## config.mk

```make
export PLATFORM = sky130hd
export DESIGN_NAME = sigmoid_alu_sum_sequencer
export DESIGN_NICKNAME = d
export VERILOG_FILES = /design/src/rtl/sigmoid_alu_sum_sequencer.sv
export SDC_FILE = /design/constraint.sdc
export NUM_CORES = 1
export LEC_CHECK = 0
export BUFFER_PORTS_ARGS = -buffer_cell sky130_fd_sc_hd__buf_2
export CAP_MARGIN = 10
export CORE_MARGIN = 2
export CORE_UTILIZATION = 48
export DETAILED_ROUTE_END_ITERATION = 6
export PLACE_DENSITY = 0.81
export SLEW_MARGIN = 10
export SYNTH_ARGS = -nofsm -noshare
export SYNTH_HDL_FRONTEND = slang
export SYNTH_SLANG_ARGS = --single-unit
```

## constraint.sdc

```tcl
create_clock -name clk -period 2.3 [get_ports clk]
set_input_delay 0.575 -clock clk [delete_from_list [all_inputs] [get_ports clk]]
set_output_delay 0.575 -clock clk [all_outputs]
set_load 0.05 [all_outputs]
```

## src/rtl/sigmoid_alu_sum_sequencer.sv

```systemverilog
// sigmoid_alu_sum_sequencer
// Feeds four signed 8-bit lanes per beat to the external combinational
// 4-way adder and accumulates the returned 10-bit sum over NUM_GROUPS beats.
// The finished pre-activation sum is offered to the sigmoid stage over
// valid/ready.
// Optional feature macro: SIGMOID_SUM_SATURATE_EN (clamp the accumulator on
// overflow instead of wrapping modulo 2^ACC_WIDTH).
//
// Handshake: a beat transfers on any rising edge where in_valid && in_ready;
// the result transfers on any rising edge where out_valid && out_ready.
// in_ready, out_valid and busy decode from state only, so neither valid nor
// ready ever depends combinationally on its partner signal.
module sigmoid_alu_sum_sequencer #(
    parameter int NUM_GROUPS = 196,
    parameter int ACC_WIDTH  = 18
) (
    input  logic                 clk,
    input  logic                 rst,
    input  logic                 start,
    input  logic                 in_valid,
    output logic                 in_ready,
    input  logic [31:0]          in_data,
    output logic [7:0]           adder_in1,
    output logic [7:0]           adder_in2,
    output logic [7:0]           adder_in3,
    output logic [7:0]           adder_in4,
    input  logic [9:0]           adder_sum,
    output logic                 out_valid,
    input  logic                 out_ready,
    output logic [ACC_WIDTH-1:0] out_sum,
    output logic                 busy,
    output logic [1:0]           dbg_state
);

    typedef enum logic [1:0] {
        ST_IDLE  = 2'd0,
        ST_ACCUM = 2'd1,
        ST_DONE  = 2'd2
    } state_t;

    localparam int CNT_W = (NUM_GROUPS > 1) ? $clog2(NUM_GROUPS) : 1;
    localparam logic [CNT_W-1:0] CNT_LAST = CNT_W'(NUM_GROUPS - 1);

    state_t                      state_q, state_d;
    logic [CNT_W-1:0]            count_q, count_d;
    logic signed [ACC_WIDTH-1:0] acc_q, acc_d;
    logic signed [ACC_WIDTH-1:0] sum_ext;
    logic signed [ACC_WIDTH-1:0] acc_step;
    logic                        beat_fire;

    // Lanes go straight to the adder in every state; nothing is registered.
    assign adder_in1 = in_data[7:0];
    assign adder_in2 = in_data[15:8];
    assign adder_in3 = in_data[23:16];
    assign adder_in4 = in_data[31:24];

    assign sum_ext   = ACC_WIDTH'($signed(adder_sum));
    assign beat_fire = (state_q == ST_ACCUM) && in_valid;
    assign out_sum   = acc_q;
    assign dbg_state = state_q;

`ifdef SIGMOID_SUM_SATURATE_EN
    logic signed [ACC_WIDTH:0] acc_wide;

    // One extra bit exposes signed overflow; clamp toward the overflowing side.
    always_comb begin
        acc_wide = (ACC_WIDTH+1)'(acc_q) + (ACC_WIDTH+1)'(sum_ext);
        if (acc_wide[ACC_WIDTH] != acc_wide[ACC_WIDTH-1]) begin
            acc_step = acc_wide[ACC_WIDTH] ? {1'b1, {(ACC_WIDTH-1){1'b0}}}
                                           : {1'b0, {(ACC_WIDTH-1){1'b1}}};
        end else begin
            acc_step = acc_wide[ACC_WIDTH-1:0];
        end
    end
`else
    // Plain two's complement add; overflow wraps modulo 2^ACC_WIDTH.
    always_comb begin
        acc_step = acc_q + sum_ext;
    end
`endif

    // State, accumulator and beat counter registers.
    always_ff @(posedge clk or posedge rst) begin
        if (rst) begin
            state_q <= ST_IDLE;
            count_q <= '0;
            acc_q   <= '0;
        end else begin
            state_q <= state_d;
            count_q <= count_d;
            acc_q   <= acc_d;
        end
    end

    // Next-state and datapath update.
    always_comb begin
        state_d = state_q;
        count_d = count_q;
        acc_d   = acc_q;
        case (state_q)
            ST_IDLE: begin
                if (start) begin
                    state_d = ST_ACCUM;
                    count_d = '0;
                    acc_d   = '0;
                end
            end
            ST_ACCUM: begin
                if (beat_fire) begin
                    acc_d = acc_step;
                    if (count_q == CNT_LAST) begin
                        state_d = ST_DONE;
                    end else begin
                        count_d = count_q + 1'b1;
                    end
                end
            end
            ST_DONE: begin
                // start is deliberately ignored here, even alongside out_ready.
                if (out_ready) begin
                    state_d = ST_IDLE;
                end
            end
            default: begin
                state_d = ST_IDLE;
            end
        endcase
    end

    // Handshake outputs decoded from state alone.
    always_comb begin
        in_ready  = 1'b0;
        out_valid = 1'b0;
        busy      = 1'b0;
        case (state_q)
            ST_ACCUM: begin
                in_ready = 1'b1;
                busy     = 1'b1;
            end
            ST_DONE: begin
                out_valid = 1'b1;
                busy      = 1'b1;
            end
            default: begin
                in_ready  = 1'b0;
                out_valid = 1'b0;
                busy      = 1'b0;
            end
        endcase
    end

endmodule

```

[Word level (Yosys, flattened, before mapping)]
Index checks and enable logic that the tools add are counted.
Storage, ports and cells
  bits in registers: 28
  bits of input ports: 47
  output and inout port bits: 55
  logic and storage cells: 35
Operators by class
  add/sub/neg operators: 2
  eq/ne operators: 8
  mux-type cells: 15
  reduce and logical (&&, ||, !) cells: 7
Operators by type and width (count)
  $mux 18: 2
  $pmux 18 s2: 1
  $mux 8: 3
  $add 18x10->18: 1
  $pmux 8 s2: 1
  $add 8x1->8 const B: 1
  $eq 8x8->1 const B: 1
  $mux 2: 4
  $ne 2x2->1 const B: 4
  $reduce_and 4->1: 2
  $pmux 2 s3: 1
  $mux 1: 3
  $reduce_and 3->1: 1
  $eq 2x1->1 const B: 1
  $eq 2x2->1 const B: 1
  $logic_not 2->1: 1
  $ne 2x1->1 const B: 1
  $reduce_bool 2->1: 1
  $reduce_or 2->1: 1
  $logic_and 1x1->1: 1

[Logic depth before layout (Yosys ltp)]
  word-level depth: 4
  mapped depth: 10

[Least setup slack after synthesis]
Ideal clock, no wire load.
  path type: register to register
  start: register acc_q[0] (netlist: out_sum[0])
  end: register acc_q[16] (netlist: out_sum[16])
  library setup time: 0.133 ns
  data arrival time: 2.329 ns
  setup slack: -0.162 ns
  cell stages (with the launch flop): 11
  clock period less this slack: 2.462 ns
  path through: dfrtp_1 > ha_1 > inv_1 > fa_1 > nand2b_1 > a21oi_1 > o311a_1 > o221ai_1 > a31oi_1 > xnor2_1 > o21ai_0
On the way
  word-level cells in the longest chain between the ends: 3
Ends and longest elaborated chain
  start, declared: line 46  | logic signed [ACC_WIDTH-1:0] acc_q, acc_d;
  start signal, assigned: line 87  | acc_q <= '0;
  start signal, assigned: line 91  | acc_q <= acc_d;
  $add 18x10->18: line 78  | acc_step = acc_q + sum_ext;
  $mux 18: line 109  | if (beat_fire) begin
  $pmux 18 s2: line 100  | case (state_q)
No other way between the ends. The select of a mux whose other input is x is not followed.
A chain may end at the register's enable or synchronous reset.

[Worst setup path after layout]
  start: register acc_q[8] (netlist: out_sum[8])
  end: register acc_q[15] (netlist: out_sum[15])
The elaborated chain is that of the path after synthesis.

==> flow_metrics.env <==
export IMPL_wl_per_cell_um=14.4
export IMPL_antennaDiodeCount=0
export IMPL_gr_usage_all_layers=0.204
export IMPL_fmax_ghz=0.451
export IMPL_clockRootBuffer="clkbuf_8"
export IMPL_clock_latency_ps=290
export IMPL_finalSetupViolCount=0
export IMPL_drtPass1Iterations=4
export IMPL_synth_top_family_by_area="simple AND/OR/NAND/NOR gates"
export IMPL_die_width_um=73.3
export IMPL_nets=371
export IMPL_grt_pass1_vias=2042
export IMPL_arrival_ps=2450
export IMPL_post_cts_buffers=0
export IMPL_wl_um=5110
export IMPL_critPathSlowestCell="dfrtp_2"
export IMPL_synth_xor_xnor_area_share=0.0645
export IMPL_die_y_um=73.3
export IMPL_initial_core_util=0.492
export IMPL_clk_path_buf_depth=2
export IMPL_cts_sinks=28
export IMPL_status="complete, no violations"
export IMPL_seq_area_frac_synth=0.304
export IMPL_first_iter_violations=106
export IMPL_maxCapViolCount=0
export IMPL_power_leakage_nw=1.34
export IMPL_h_tree_depth=1
export IMPL_die_area_um2=5380
export IMPL_pin_count=102
export IMPL_num_vias=1991
export IMPL_syn_to_final_growth_pct=13.0
export IMPL_rsz0062_at_grt="false"
export IMPL_grt_pass1_wl_um=8710
export IMPL_peakVddDrop_uv=517
export IMPL_drc=0
export IMPL_criticalPathCategory="reg2reg"
export IMPL_final_hold_violation_count=0
export IMPL_final_layout_size_suffix_gt1_frac=0.292
export IMPL_period_share=0.963
export IMPL_post_route_util=0.556
export IMPL_async_reset_ff_frac=1.00
export IMPL_coreArea_um2=4690
export IMPL_dp_hpwl_um=3930
export IMPL_gp_congestion=0.820
export IMPL_skew_ps=10.8
export IMPL_synth_compound_area_frac=0.188
export IMPL_grt_max_degree=29
export IMPL_startpoint_type="flop"
export IMPL_clk_pin_slew_ps=110
export IMPL_wl_met3_um=249
export IMPL_synthMuxAreaShare=0
export IMPL_yosys_register_bits=28
export IMPL_worst_pin_slew_ps=427
export IMPL_cts_buffers_inserted=3
export IMPL_synthDistinctLibCells=51
export IMPL_endpoint_kind="flop"
export IMPL_synth_ff_type="dfrtp_1"
export IMPL_drv_slew=0
export IMPL_synth_edf_count=0
export IMPL_top_layer="met4"
export IMPL_yosys_warnings=0
export IMPL_num_rows=25
export IMPL_drtAntennaViolNets=0
export IMPL_wl_met1_um=2180
export IMPL_p_per_area_nw_per_um2=1360
export IMPL_synthCells=267
export IMPL_finalCriticalPeriod_ps=2220
export IMPL_final_common_cell="buf_2"
export IMPL_port_buffers=37
export IMPL_required_ps=2530
export IMPL_crit_path_max_incr_delay_ps=420
export IMPL_layout_common_cells="buf_2 (37), buf_4 (30), nand2_1 (23), dfrtp_1 (23), ha_1 (21)"
export IMPL_cp_max_fo=5
export IMPL_antenna_found_initial=0
export IMPL_ctsHoldBuffers=0
export IMPL_vias_per_cell=5.61
export IMPL_maxSlewHeadroom=0.714
export IMPL_synth_area_per_cell_um2=8.64
export IMPL_cts_tree="yes"
export IMPL_met2_length_um=2580
export IMPL_report_power_total_w=0.00355
export IMPL_hold_class="in2async"
export IMPL_grt_overflow_total=0
export IMPL_synth_simple_gate_area_frac=0.188
export IMPL_synth_fa_ha_area_frac=0.123
export IMPL_synthesis_area_um2=2310
export IMPL_crit_chain="ha_1 > a21oi_2 > o21ai_1 > or3_4 > o21ai_4 > o21ai_2 > or4_1 > nand3_1"
export IMPL_syn_num_nets=336
-- final cells by class --
cell class              instances  area (µm²)
flip-flops and latches         28         707
multi-input cells             190        1320
fillers                       437        2080
inverters                      12        45.0
clock buffers                   4        55.1
well taps                      54        67.6
repair buffers                 67         410
-- per-stage QoR --
stage / worst slack [ps] / instances / cell area [µm²] / setup TNS, ps / hold slack (ps)
floorplan: -8.72 / 267 / 2310 / -8.72 / 493
global placement: -230 / 351 / 2530 / -852 / 482
detailed placement: -274 / 351 / 2530 / -1290 / 496
CTS: 38.3 / 355 / 2590 / 0 / 349
global route: 6.89 / 355 / 2610 / 0 / 396
finish: 84.9 / 355 / 2610 / 0 / 333
-- flip-flops by register name, indices dropped and copies added (netlist names) --
signal     cells
out_sum       18
count_q        8
dbg_state      2
-- worst max-delay path: cells and delay by family (launching register included) --
family / cells / cell delay [ps]
AND/OR/NAND/NOR: 3 / 840
adder cells (fa/ha/maj): 1 / 350
flip-flops: 1 / 420
AO/OA/AOI/OAI: 4 / 540
-- power by group --
part	leakage [nW]	total (W)	internal, W	switching [W]
Sequential	0.369	0.000795	0.000660	0.000136
Combinational	0.944	0.00243	0.000893	0.00154
Clock	0.0288	0.000325	0.000154	0.000172
Total	1.34	0.00355	0.00171	0.00185
-- logic make-up (layout without fill, tap and decap cells) --
family,after synthesis,in the layout
DFF,28,28
buffers and inverters,49,83
and+or+nand+nor,84,84
xor gates and xnor gates,17,17
AOI/OAI and AO/OA,67,67
adders and majority gates,22,22
-- what timing repair did --
action	in CTS	in global routing
pin swaps	1	2
setup endpoints to repair	1	4
endpoints found under the hold margin	0	0
gates resized for setup	2	4
-- layer usage --
layer | up-vias | track usage
met4 | 0 | 0.0869
li1 | 977 | -
met2 | 55 | 0.354
met3 | 10 | 0.0329
met1 | 949 | 0.250
met5 | - | 0
-- synth_stat cells, drive strengths merged (4+ instances only) --
cell type,count,share of area
nand2,23,0.037
xnor2,6,0.023
and3,4,0.011
nand3,9,0.020
nand2b,7,0.019
o21ai,24,0.059
buf,35,0.11
nand4,7,0.019
inv,12,0.020
xor2,11,0.042
nor2,17,0.031
ha,21,0.11
dfrtp,28,0.30
a21o,5,0.016
a21oi,18,0.042
-- path summary, 6_finish.rpt --
path,from,end,slack (ps),depth (start not counted)
max,out_sum[8],out_sum[15],80,8
max reg2reg,out_sum[8],out_sum[15],80,8
min reg2reg,out_sum[6],out_sum[6],520,2
max in group asynchronous,rst,out_sum[1],1660,3
min,rst,count_q[0],330,3
min in group clk,out_sum[6],out_sum[6],520,2
No activity file was read; power rests on OpenSTA's default activity.
